## src/rtl/arm7tdmi_tap_controller.sv

```systemverilog
// IEEE 1149.1 TAP controller for the ARM7TDMI test port: 16-state TAP FSM,
// instruction/IDCODE/BYPASS registers and boundary-scan control strobes.
module arm7tdmi_tap_controller #(
  parameter int unsigned              IR_LENGTH    = 4,
  parameter logic [31:0]              IDCODE_VALUE = 32'h3F0F0F0F,
  parameter logic [IR_LENGTH-1:0]     IR_EXTEST    = 4'b0000,
  parameter logic [IR_LENGTH-1:0]     IR_SAMPLE    = 4'b0011,
  parameter logic [IR_LENGTH-1:0]     IR_INTEST    = 4'b1100,
  parameter logic [IR_LENGTH-1:0]     IR_IDCODE    = 4'b1110,
  parameter logic [IR_LENGTH-1:0]     IR_BYPASS    = 4'b1111
) (
  input  logic                 tck,
  input  logic                 trst_n,
  input  logic                 tms,
  input  logic                 tdi,
  output logic                 tdo,
  output logic                 tdo_en,
  input  logic                 bscan_tdo,
  output logic                 bscan_select,
  output logic                 capture_dr,
  output logic                 shift_dr,
  output logic                 update_dr,
  output logic                 extest_mode,
  output logic                 sample_mode,
  output logic                 test_mode,
  output logic [IR_LENGTH-1:0] ir_current,
  output logic [3:0]           tap_state
);

  typedef enum logic [3:0] {
    TLR    = 4'hF,
    RTI    = 4'hC,
    SEL_DR = 4'h7,
    CAP_DR = 4'h6,
    SH_DR  = 4'h2,
    EX1_DR = 4'h1,
    PA_DR  = 4'h3,
    EX2_DR = 4'h0,
    UPD_DR = 4'h5,
    SEL_IR = 4'h4,
    CAP_IR = 4'hE,
    SH_IR  = 4'hA,
    EX1_IR = 4'h9,
    PA_IR  = 4'hB,
    EX2_IR = 4'h8,
    UPD_IR = 4'hD
  } state_e;

  state_e                 state_q, state_d;
  logic [IR_LENGTH-1:0]   ir_sr_q;
  logic [IR_LENGTH-1:0]   ir_current_q;
  logic [31:0]            idcode_sr_q;
  logic                   bypass_q;

  logic is_extest, is_sample, is_intest, is_idcode, is_bscan, is_bypass;

  assign is_extest = (ir_current_q == IR_EXTEST);
  assign is_sample = (ir_current_q == IR_SAMPLE);
  assign is_intest = (ir_current_q == IR_INTEST);
  assign is_idcode = (ir_current_q == IR_IDCODE);
  assign is_bscan  = is_extest | is_sample | is_intest;
  // BYPASS and every unlisted opcode select the 1-bit bypass register
  assign is_bypass = !is_bscan && !is_idcode;

  always_comb begin
    state_d = state_q;
    unique case (state_q)
      TLR:    state_d = tms ? TLR    : RTI;
      RTI:    state_d = tms ? SEL_DR : RTI;
      SEL_DR: state_d = tms ? SEL_IR : CAP_DR;
      CAP_DR: state_d = tms ? EX1_DR : SH_DR;
      SH_DR:  state_d = tms ? EX1_DR : SH_DR;
      EX1_DR: state_d = tms ? UPD_DR : PA_DR;
      PA_DR:  state_d = tms ? EX2_DR : PA_DR;
      EX2_DR: state_d = tms ? UPD_DR : SH_DR;
      UPD_DR: state_d = tms ? SEL_DR : RTI;
      SEL_IR: state_d = tms ? TLR    : CAP_IR;
      CAP_IR: state_d = tms ? EX1_IR : SH_IR;
      SH_IR:  state_d = tms ? EX1_IR : SH_IR;
      EX1_IR: state_d = tms ? UPD_IR : PA_IR;
      PA_IR:  state_d = tms ? EX2_IR : PA_IR;
      EX2_IR: state_d = tms ? UPD_IR : SH_IR;
      UPD_IR: state_d = tms ? SEL_DR : RTI;
      default: state_d = TLR;
    endcase
  end

  always_ff @(posedge tck or negedge trst_n) begin
    if (!trst_n) begin
      state_q      <= TLR;
      ir_sr_q      <= '0;
      ir_current_q <= IR_IDCODE;
      idcode_sr_q  <= '0;
      bypass_q     <= 1'b0;
    end else begin
      state_q <= state_d;
      case (state_q)
        CAP_IR: ir_sr_q <= IR_LENGTH'(1);
        SH_IR:  ir_sr_q <= {tdi, ir_sr_q[IR_LENGTH-1:1]};
        UPD_IR: ir_current_q <= ir_sr_q;
        CAP_DR: begin
          if (is_idcode)      idcode_sr_q <= IDCODE_VALUE;
          else if (is_bypass) bypass_q    <= 1'b0;
        end
        SH_DR: begin
          if (is_idcode)      idcode_sr_q <= {tdi, idcode_sr_q[31:1]};
          else if (is_bypass) bypass_q    <= tdi;
        end
        default: ;
      endcase
      // Forcing on the next-state lets the modes drop on the edge that enters TLR
      if (state_d == TLR) ir_current_q <= IR_IDCODE;
    end
  end

  always_comb begin
    tdo = 1'b0;
    if (state_q == SH_IR) begin
      tdo = ir_sr_q[0];
    end else if (state_q == SH_DR) begin
      if (is_bscan)       tdo = bscan_tdo;
      else if (is_idcode) tdo = idcode_sr_q[0];
      else                tdo = bypass_q;
    end
  end

  assign tdo_en       = (state_q == SH_IR) || (state_q == SH_DR);
  assign capture_dr   = (state_q == CAP_DR);
  assign shift_dr     = (state_q == SH_DR);
  assign update_dr    = (state_q == UPD_DR);
  assign bscan_select = is_bscan;
  assign extest_mode  = is_extest;
  assign sample_mode  = is_sample;
  assign test_mode    = is_extest | is_intest;
  assign ir_current   = ir_current_q;
  assign tap_state    = state_q;

endmodule
```

## config.mk

```make
export PLATFORM = sky130hd
export DESIGN_NAME = arm7tdmi_tap_controller
export DESIGN_NICKNAME = d
export VERILOG_FILES = /design/src/rtl/arm7tdmi_tap_controller.sv
export SDC_FILE = /design/constraint.sdc
export NUM_CORES = 1
export LEC_CHECK = 0
export CAP_MARGIN = 0
export CORE_MARGIN = 2
export CORE_UTILIZATION = 23
export CTS_BUF_LIST = sky130_fd_sc_hd__clkbuf_8
export DETAILED_ROUTE_END_ITERATION = 8
export DONT_BUFFER_PORTS = 1
export PLACE_DENSITY = 0.45
export SETUP_SLACK_MARGIN = 0.5
export SLEW_MARGIN = 25
export SYNTH_ARGS = -nofsm -noshare
export SYNTH_HDL_FRONTEND = slang
export SYNTH_SLANG_ARGS = --single-unit
```

## constraint.sdc

```tcl
create_clock -name tck -period 2.9 [get_ports tck]
set_input_delay 0.145 -clock tck [delete_from_list [all_inputs] [get_ports tck]]
set_output_delay 0.145 -clock tck [all_outputs]
set_load 0.03 [all_outputs]
```

[Yosys cells after proc, flatten, opt, wreduce, memory -nomap -nowiden]
Cells that the tools add are included.
Word-level totals
  input bits: 5
  output and inout bits: 17
  bits in registers: 45
  word-level logic and storage cells: 75
Cells by class
  mux-type cells: 28
  reductions and logical operators: 14
  bitwise gates (word level): 3
  eq/ne operators: 25
Operators with widths (number)
  2-to-1 mux 32 bit: 2
  case mux 32 bit (2 select lines): 1
  case mux 4 bit (12 select lines): 1
  == test 4 bit, second input constant: 11
  == test 4 x 3 -> 1 bit, second input constant: 4
  == test 4 x 2 -> 1 bit, second input constant: 3
  2-to-1 mux 2 bit: 6
  2-to-1 mux 3 bit: 4
  2-to-1 mux 4 bit: 3
  2-to-1 mux 1 bit: 9
  zero test 4 bit: 2
  inequality test 2 x 1 -> 1 bit, second input constant: 4
  case mux 4 bit (2 select lines): 1
  nonzero test 2 bit: 3
  AND reduction 5 bit: 1
  == test 4 x 1 -> 1 bit, second input constant: 1
  inequality test 2 bit, second input constant: 2
  OR reduction 2 bit: 2
  bitwise OR 1 bit: 3
  AND reduction 3 bit: 1
  OR reduction 3 bit: 1
  zero test 1 bit: 2
  case mux 1 bit (2 select lines): 1
  logical AND 1 bit: 1
  logical OR 1 bit: 1

[Logic depth before layout (Yosys ltp)]
Gate-level depths: netlist of run 1.
  depth in word-level cells: 8
  depth in mapped cells: 7

[Worst setup path before layout of run 1]
No wires, ideal clock.
  kind: register to output
  from: reg state_q[1] (netlist: tap_state[1])
  to: out tdo
  path slack: 0.149 ns
  arrival: 2.606 ns
  stages on the path, launching flop included: 6
  required time: 2.755 ns
  cells stage by stage: dfstp_2 buf_4 nand2b_4 nor3_1 o41ai_1 o41ai_2
Between the ends
  cells in the longest elaborated chain, start to end: 3
  elaborated cells between the ends (all ways): 4
RTL lines
  start: declaration: RTL line 49  | state_e state_q, state_d;
  start signal: assignment: RTL line 96  | state_q <= state_d;
  == test 4 x 2 -> 1 bit
  named net shift_dr: RTL line 21  | output logic shift_dr,
  2-to-1 mux 1 bit: RTL line 120  | end else if (state_q == SH_DR) begin
  2-to-1 mux 1 bit: RTL line 118  | if (state_q == SH_IR) begin
  end: declaration: RTL line 16  | output logic tdo,
The timed path passes the listed nets, and every way through them passes these cells.

[Worst setup path after layout of run 1]
  from: reg ir_current_q[2] (netlist: ir_current[2])
  to: out tdo
Between the ends
  cells in the longest elaborated chain, start to end: 6
  elaborated cells between the ends (all ways): 10
RTL lines
  start: declaration: RTL line 51  | logic [IR_LENGTH-1:0] ir_current_q;
  start signal: assignment: RTL line 100  | UPD_IR: ir_current_q <= ir_sr_q;
  == test 4 x 2 -> 1 bit / zero test 4 bit (equally long branches): RTL line 58, 57
  bitwise OR 1 bit (2 in a row): RTL line 61  | assign is_bscan = is_extest | is_sample | is_intest;
  2-to-1 mux 1 bit *: RTL line 121  | if (is_bscan) tdo = bscan_tdo;
  2-to-1 mux 1 bit *: RTL line 120
  2-to-1 mux 1 bit *: RTL line 118
Every way passes the cells marked *; elsewhere a longest branch is shown, timed or not.

==> impl_metrics.tcl, run 1 <==
set metrics [dict create \
    status "finished, final reports clean" \
    grt_pass1_wl_mm 7.33 \
    cp-end-kind "primary output" \
    syn-num-nets 235 \
    fill_cells 923 \
    drc 0 \
    rows 34 \
    clk_path_buf_depth 2 \
    power-per-cell-area_mw_per_mm2 1060 \
    root_buffer "clkbuf_8" \
    timing.slew.headroom_pct 43.2 \
    netlist_top_cells_area "dfrtp_1 45%, nand2_1 14%, dfstp_2 8.7%, o21ai_0 6.4%, nand3b_1 5.0%" \
    synth_top_area_share_pct 45.2 \
    ys.flop_type "dfrtp_1" \
    clock_skew_ns 0.0114 \
    core_sq_mm 0.00881 \
    cp.arrival_ns 2.23 \
    antenna_found_initial 0 \
    synth_top_area_cell "dfrtp_1" \
    final_nets 241 \
    clkSinkCount 45 \
    cp_max_fo 8 \
    path_cells "xor2_4 -> nor3_2 -> buf_4 -> o21ba_4 -> o41ai_4" \
    synthCells 230 \
    diodes 0 \
    io_pins 22 \
    portBuffers 0 \
    cp_slowest_stage_delay_ns 0.74 \
    htree_num_levels 2 \
    die_x_um 99.7 \
    die_y_um 99.7 \
    setup_viol 0 \
    synthesis.area_sq_mm 0.00211 \
    yosysUniqueCellTypes 36 \
    synth_common_cells "78 x nand2_1, 38 x dfrtp_1, 27 x o21ai_0" \
    drive_gt1_share_pct 17.3 \
    ir_drop_mv 0.431 \
    total_power_mw 2.61 \
    area_delta_synth_final_pct 16.7 \
    rsz0062_at_grt "yes" \
    regArea_sq_mm 0.00114 \
    place_congestion 0.695 \
    synth_most_common_cell "nand2_1" \
    synth_seq_cells 45 \
    grt_pass1_vias 1493 \
    fin_crit_sh_pct 82.1 \
    fin_cells 345 \
    hold_class "input pin to flop" \
    first_pass_iters 4 \
    async_reset_ff_share_pct 100 \
    final_hold_viol_count 0 \
    die-area_sq_mm 0.00994 \
    tightest_slew_ns 0.852 \
    synth_edf_count 0 \
    dp_hpwl_mm 2.63 \
    track_usage_pct 9.15 \
    place_ws_ns 0.711 \
    drv_slew 0 \
    vias 1507 \
    ant_nets 0 \
    cp.required_ns 2.76 \
    ys_seq_area_share_pct 53.9 \
    cts_tree "done" \
    startpoint_type "flop" \
    min_period_ns 2.38 \
    critical_path_class "flop to primary output" \
    slowest_stage "dfstp_4" \
    layout_setup_ws_ns 0.520 \
    clk_latency_ns 0.31 \
    start_util_pct 23.9 \
    drv_cap 0 \
    syn_avg_cell_area_sq_um 9.16 \
    multi_input_area_sq_um 905 \
    cts_made_buffers 5 \
    viasPerCell 4.37 \
    max_freq_ghz 0.420 \
    wl_mm 4.33 \
    p_leak_nw 1.19 \
    wire_per_inst_um 12.6 \
    overflow 0 \
    ys_warn_count 0 \
    tns_ns 0 \
    grt_start_max_net_pins 46 \
    clk_pin_slew_worst_paths_ns 0.08 \
    drt_iter0_drc 72 \
    place_inst 331 \
]
-- layout by cell type, fill, tap and decap left out, types with 2 or more instances in the layout --
| master | netlist | routed |
|---|---|---|
| nand2_1 | 78 | 78 |
| nor3_2 | 1 | 3 |
| dfrtp_1 | 38 | 38 |
| nor2_1 | 7 | 7 |
| buf_4 | 1 | 13 |
| dfstp_4 | 0 | 2 |
| a21oi_1 | 5 | 5 |
| inv_1 | 3 | 3 |
| nand3b_1 | 14 | 14 |
| mux2i_1 | 3 | 3 |
| nand2b_1 | 4 | 4 |
| o21ai_0 | 27 | 27 |
| dlygate4sd3_1 | 0 | 2 |
| o41ai_1 | 2 | 2 |
| dfstp_2 | 7 | 5 |
| clkbuf_8 | 0 | 5 |
| nor3b_1 | 2 | 2 |
-- power breakdown --
| group | internal [mW] | switching, mW |
|---|---|---|
| logic | 0.360 | 0.572 |
| registers | 0.908 | 0.277 |
| clock network | 0.258 | 0.230 |
| total | 1.53 | 1.08 |
-- metrics by stage --
stage | utilization (%) | cell area [sq um] | hold WS (ns)
floorplan | - | 2120 | -0.151
global placement | 25.4 | 2230 | -0.150
detailed placement | 25.4 | 2230 | -0.149
CTS | 27.5 | 2420 | 0.0274
global route | 27.9 | 2460 | 0.0370
finish | 27.9 | 2460 | 0.0274
-- layout make-up --
type                    instances  share of cell area, %
clock buffers                   5                   2.80
clock inverters                 3                   1.88
inverters                       3                  0.458
multi-input cells             164                   36.8
flip-flops and latches         45                   46.5
well taps                     108                   5.50
repair buffers                 17                   6.06
-- final timing paths --
path | cells past startpoint | to | start | slack, ns
setup / recovery | 5 | tdo | ir_current[2]$_DFFE_PN1P_ | 0.52
hold / removal | 2 | bypass_q$_DFFE_PN0P_ | tdi | 0.03
setup reg to reg | 5 | idcode_sr_q[3]$_DFFE_PN0P_ | ir_current[2]$_DFFE_PN1P_ | 0.75
hold reg to reg | 2 | idcode_sr_q[4]$_DFFE_PN0P_ | idcode_sr_q[4]$_DFFE_PN0P_ | 0.47
max in group asynchronous | 2 | ir_current[1]$_DFFE_PN1P_ | trst_n | 2.30
min in group asynchronous | 2 | idcode_sr_q[30]$_DFFE_PN0P_ | trst_n | 0.33
-- critical path, delay by kind of cell, from the launching register on --
family                    cells  cell delay [ns]
and+or+nand+nor               1             0.05
DFF                           1             0.74
AOI/OAI and AO/OA             2             0.78
buffers and inverters         1             0.18
xor gates and xnor gates      1             0.18
-- logic make-up (layout without fill, tap and decap cells) --
| logic type | after synthesis | count (layout) | share of synthesized area (%) |
|---|---|---|---|
| AOI/OAI and AO/OA | 40 | 40 | 11.1 |
| xor gates and xnor gates | 1 | 1 | 0.416 |
| buffers and inverters | 21 | 28 | 5.58 |
| DFF | 45 | 45 | 53.9 |
| muxes | 4 | 4 | 1.96 |
| and+or+nand+nor | 119 | 119 | 27.1 |
-- sequential cells by signal, indices dropped and copies added, names as in the netlist --
name         cells
ir_current       4
tap_state        4
idcode_sr_q     32
ir_sr_q          4
bypass_q         1
-- repair_timing --
| item | in CTS | in global routing |
|---|---|---|
| resized for setup | 4 | 4 |
| pin swaps | 2 | 2 |
| buffers inserted | 2 | 1 |
| hold endpoints to repair | 46 | 0 |
| setup endpoints to repair | 1 | 1 |
| hold buffers | 3 | 0 |
-- metal layers --
metal | global-route usage, % | wire, um
met5 | 0 | 0
met1 | 13.3 | 2360
met2 | 12.7 | 1810
met3 | 1.69 | 74
met4 | 5.06 | 89
Note: power is estimated with default switching activity, not from simulation.
==> run 2, diff against run 1 <==
- PLACE_DENSITY: 0.45 -> 0.46
- clock period: 2.9 -> 2.1 ns (I/O delays scaled with it)
==> run 2 against run 1 <==
Compared with the run above: global-route usage rose by 0.64 points; sequential cell count unchanged; clock power is 35% higher; die area unchanged; non-clock buffer count grew 12; critical path depth is the same; sequential power up 41%; cell count grew 3.5%; first-iteration DRC count increased by 75%; critical path type unchanged; largest power group is now combinational logic; highest routed layer unchanged.
==> impl_metrics.tcl, run 2 (same netlist as run 1, synthesis figures left out) <==
set metrics [dict create \
    tightest_slew_ns 0.433 \
    wl_mm 4.69 \
    portBuffers 0 \
    area_delta_synth_final_pct 33.6 \
    max_freq_ghz 0.486 \
    clk_pin_slew_worst_paths_ns 0.08 \
    ant_nets 0 \
    critical_path_class "flop to primary output" \
    io_pins 22 \
    power-per-cell-area_mw_per_mm2 1430 \
    cts_made_buffers 5 \
    cp-end-kind "primary output" \
    drv_slew 0 \
    grt_start_max_net_pins 46 \
    start_util_pct 23.9 \
    clock_skew_ns 0.00930 \
    min_from "tms" \
    clk_path_buf_depth 2 \
    dp_hpwl_mm 2.65 \
    final_cell_mix "42 x nand2_1, 38 x dfrtp_1, 26 x o21ai_0" \
    rsz0062_at_grt "yes" \
    clkSinkCount 45 \
    die_y_um 99.7 \
    drv_cap 0 \
    hold_path_end "tap_state[0]$_DFF_PN1_" \
    clk_latency_ns 0.30 \
    timing.hold.ws_ns 0.0128 \
    wire_per_inst_um 13.1 \
    die_x_um 99.7 \
    grt_pass1_wl_mm 7.94 \
    root_buffer "clkbuf_8" \
    min_period_ns 2.06 \
    htree_num_levels 2 \
    place_inst 334 \
    place_congestion 0.701 \
    drt_iter0_drc 126 \
    drive_gt1_share_pct 38.6 \
    status "finished, final reports clean" \
    hold_class "input pin to flop" \
    final_common_cell "nand2_1" \
    ir_drop_mv 0.735 \
    p_leak_nw 1.31 \
    final_hold_viol_count 0 \
    fill_cells 897 \
    cp_max_fo 8 \
    timing.slew.headroom_pct 71.0 \
    multi_input_area_sq_mm 0.00112 \
    die-area_sq_mm 0.00994 \
    fin_crit_sh_pct 98.0 \
    grt_pass1_vias 1569 \
    viasPerCell 4.52 \
    final_nets 253 \
    antenna_found_initial 0 \
    overflow 0 \
    vias 1615 \
    track_usage_pct 9.79 \
    setup_viol 0 \
    first_pass_iters 5 \
    top_register "idcode_sr_q" \
    regArea_sq_mm 0.00114 \
    drc 0 \
    cp.arrival_ns 1.95 \
    reg2reg_slack_ns 0.13 \
    whs_path_depth 3 \
    cp.required_ns 2.00 \
    largest_reg_flops 32 \
    startpoint_type "flop" \
    rr_startpoint "tap_state[0]$_DFF_PN1_" \
    cts_tree "done" \
    core_sq_mm 0.00881 \
    diodes 0 \
    rows 34 \
    reg2reg_to "idcode_sr_q[31]$_DFFE_PN0P_" \
    fin_cells 357 \
    r2r.worst_path.cells 8 \
]
run 2: cell types whose count changed in the layout (fill, tap and decap cells not counted), moves of 3 or more:
cell / change
nand2_4: +11
buf_4: +3
nand2_1: -36
nand2_2: +25
buf_6: +6
run 2: area by class of cell:
type / count / share of cell area (%)
clock buffers: 5 / 2.45
inverters: 3 / 0.400
clock inverters: 3 / 1.51
repair buffers: 29 / 10.4
multi-input cells: 164 / 39.9
flip-flops and latches: 45 / 40.6
well taps: 108 / 4.80
run 2: worst max-delay path by stage:
stage | cells after the start | slack [ns] | start | endpoint
2_1_floorplan | 6 | 0.11 | ir_current[3]$_DFFE_PN1P_ | tdo
3_3_place_gp | 5 | 0.33 | ir_current[3]$_DFFE_PN1P_ | tdo
3_5_place_dp | 5 | 0.31 | tap_state[0]$_DFF_PN1_ | tdo
4_1_cts | 5 | 0.02 | tap_state[0]$_DFF_PN1_ | tdo
5_1_grt | 5 | -0.04 | tap_state[0]$_DFF_PN1_ | tdo
6_report | 5 | 0.04 | tap_state[0]$_DFF_PN1_ | tdo
run 2: layer usage:
layer | track usage (%) | routed length (um) | share of wire, %
met2 | 14.7 | 2260 | 48
met5 | 0 | 0 | 0
met3 | 2.25 | 104 | 2.2
met1 | 14.0 | 2260 | 48
met4 | 3.16 | 66 | 1.4
run 2: report_power, final:
group / switching, mW / internal [mW] / total (mW) / leakage, nW
combinational: 0.940 / 0.749 / 1.69 / 0.680
sequential: 0.424 / 1.25 / 1.68 / 0.574
clock: 0.305 / 0.353 / 0.658 / 0.0595
total: 1.67 / 2.36 / 4.02 / 1.31
run 2: per-stage QoR:
step / total power, mW / setup WS [ns] / TNS (ns) / instance area [sq um] / util (%)
2_1_floorplan: 2.65 / 0.111 / 0 / 2210 / -
3_3_place_gp: 2.92 / 0.333 / 0 / 2320 / 26.3
3_5_place_dp: 2.94 / 0.315 / 0 / 2320 / 26.3
4_1_cts: 3.81 / 0.0154 / 0 / 2570 / 29.2
5_1_grt: 4.31 / -0.0408 / -0.0408 / 2810 / 32.0
6_report: 4.02 / 0.0418 / 0 / 2810 / 32.0
run 2: worst max-delay path: stages, from the launching register on:
cell	delay, ns
dfstp_4	0.53
nand2b_4	0.18
nor3_4	0.35
o41ai_2	0.18
o41ai_4	0.21
buf_4	0.20
run 2: what timing repair did:
| item | in CTS | in global routing |
|---|---|---|
| setup endpoints to repair | 36 | 42 |
| resized for setup | 13 | 58 |
| pin swaps | 6 | 8 |
| hold buffers | 3 | 1 |
| buffers inserted | 6 | 5 |
| hold endpoints to repair | 46 | 1 |
==> run 3, diff against run 2 <==
- BUFFER_PORTS_ARGS: unset -> -buffer_cell sky130_fd_sc_hd__buf_2
- CORE_UTILIZATION: 23 -> 50
- DONT_BUFFER_PORTS: 1 -> unset
- PLACE_DENSITY: 0.46 -> 0.81
- TNS_END_PERCENT: unset -> 1
==> run 3 against run 2 <==
Compared with the run above: cell count shrank 16%; worst hold slack gained 0.068 ns; cell area shrank 13%; non-clock buffer count grew 1; clock skew shrank 0.0014 ns; worst setup slack gained 0.12 ns; clock power shrank 17%; wire length shrank 17%.
==> impl_metrics.tcl, run 3 (same netlist as run 1, synthesis figures left out) <==
set metrics [dict create \
    status "finished, final reports clean" \
    die_y_um 68.9 \
    ant_nets 0 \
    final_hold_viol_count 0 \
    max_freq_ghz 0.517 \
    drc 0 \
    final_nets 254 \
    p_leak_nw 1.25 \
    first_pass_iters 4 \
    cp_slowest_stage_delay_ns 0.64 \
    diodes 0 \
    path_cells "inv_1 -> o41ai_2 -> o41ai_4 -> buf_4" \
    root_buffer "clkbuf_8" \
    timing.slew.headroom_pct 64.2 \
    wire_per_inst_um 13.0 \
    cts_tree "done" \
    startpoint_type "flop" \
    hold_class "input pin to flop" \
    area_delta_synth_final_pct 15.9 \
    track_usage_pct 18.9 \
    dp_hpwl_mm 2.38 \
    rsz0062_at_grt "yes" \
    grt_pass1_vias 1464 \
    drv_cap 0 \
    final_common_cell "nand2_1" \
    fin_util_pct 60.6 \
    start_util_pct 52.3 \
    clock_skew_ns 0.00794 \
    grt_pass1_wl_mm 6.67 \
    htree_num_levels 2 \
    power-per-cell-area_mw_per_mm2 1460 \
    slowest_stage "dfstp_2" \
    drive_gt1_share_pct 24.0 \
    cp.required_ns 2.00 \
    ir_drop_mv 1.19 \
    drv_slew 0 \
    cp.arrival_ns 1.83 \
    critical_path_class "flop to primary output" \
    io_pins 22 \
    place_ws_ns 0.294 \
    layout_setup_ws_ns 0.166 \
    tns_ns 0 \
    rows 23 \
    cp_max_fo 8 \
    drt_iter0_drc 113 \
    final_cell_mix "78 x nand2_1, 38 x dfrtp_1, 27 x o21ai_0" \
    clkSinkCount 45 \
    die_x_um 68.9 \
    largest_reg_flops 32 \
    vias 1593 \
    cp-end-kind "primary output" \
    antenna_found_initial 0 \
    multi_input_area_sq_um 947 \
    cts_made_buffers 5 \
    portBuffers 21 \
    tightest_slew_ns 0.537 \
    dpl_cell_area_sq_mm 0.00228 \
    setup_viol 0 \
    viasPerCell 5.31 \
    min_period_ns 1.93 \
    fill_cells 336 \
    wl_mm 3.89 \
    fin_crit_sh_pct 92.1 \
    clk_path_buf_depth 2 \
    clk_pin_slew_worst_paths_ns 0.08 \
    core_sq_mm 0.00403 \
    total_power_mw 3.55 \
    top_register "idcode_sr_q" \
    final_area_sq_mm 0.00244 \
    grt_start_max_net_pins 46 \
    regArea_sq_mm 0.00113 \
    clk_latency_ns 0.29 \
    die-area_sq_mm 0.00475 \
    place_congestion 0.781 \
    overflow 0 \
]
==> run 3: cell types whose count changed in the layout (fill, tap and decap cells not counted), sizes merged <==
cell | before | now
buf | 26 | 29
clkinvlp | 0 | 1
dlygate4sd3 | 3 | 1
clkbuf | 5 | 6
clkinv | 1 | 0
bufinv | 1 | 0
==> run 3: timing repair <==
action,4_1_cts,5_1_grt
hold buffers,1,0
endpoints found under the hold margin,38,0
gates resized for setup,3,2
pin swaps,4,1
setup endpoints to repair,34,38
setup buffers,3,0
cloned,0,0
==> run 3: worst paths after layout <==
path	endpoint	slack, ns	depth (start not counted)	start
setup reg to reg	idcode_sr_q[31]$_DFFE_PN0P_	0.29	6	ir_current[2]$_DFFE_PN1P_
setup / recovery	tdo	0.17	4	ir_current[1]$_DFFE_PN1P_
hold reg to reg	idcode_sr_q[25]$_DFFE_PN0P_	0.47	2	idcode_sr_q[25]$_DFFE_PN0P_
max in group asynchronous	tap_state[3]$_DFF_PN1_	1.31	3	trst_n
hold / removal	ir_sr_q[3]$_DFFE_PN0N_	0.08	3	tdi
min in group asynchronous	idcode_sr_q[8]$_DFFE_PN0P_	0.41	3	trst_n
==> run 3: routing by layer <==
metal	global-route usage, %	part of all wire [%]	vias up
li1	-	-	801
met1	26.8	50	763
met2	27.6	47	27
met3	4.55	2.6	2
met4	8.33	1.1	0
met5	0	0	-
==> run 3: where the power goes <==
part	internal (mW)	leakage (nW)	switching [mW]
logic	0.544	0.631	0.869
clock network	0.263	0.0486	0.282
registers	1.24	0.573	0.354
==> run 3: per-stage QoR <==
step | hold WS, ns | std cells
global placement | 0.213 | 288
finish | 0.0812 | 300
floorplan | -0.191 | 230
global route | 0.0874 | 300
CTS | 0.0724 | 300
detailed placement | 0.218 | 288
==> run 3: final cells by class <==
type | count | area share (%)
Clock inverter | 2 | 0.462
Clock buffer | 6 | 3.38
Sequential cell | 45 | 46.5
Tap cell | 50 | 2.56
Inverter | 3 | 0.462
Timing Repair Buffer | 30 | 7.79
Multi-Input combinational cell | 164 | 38.8
==> run 3: worst max-delay path, delay by kind of cell (launching register included) <==
family | cells | cell delay (ns)
compound gates | 2 | 0.62
buf+inv | 2 | 0.28
flops | 1 | 0.64
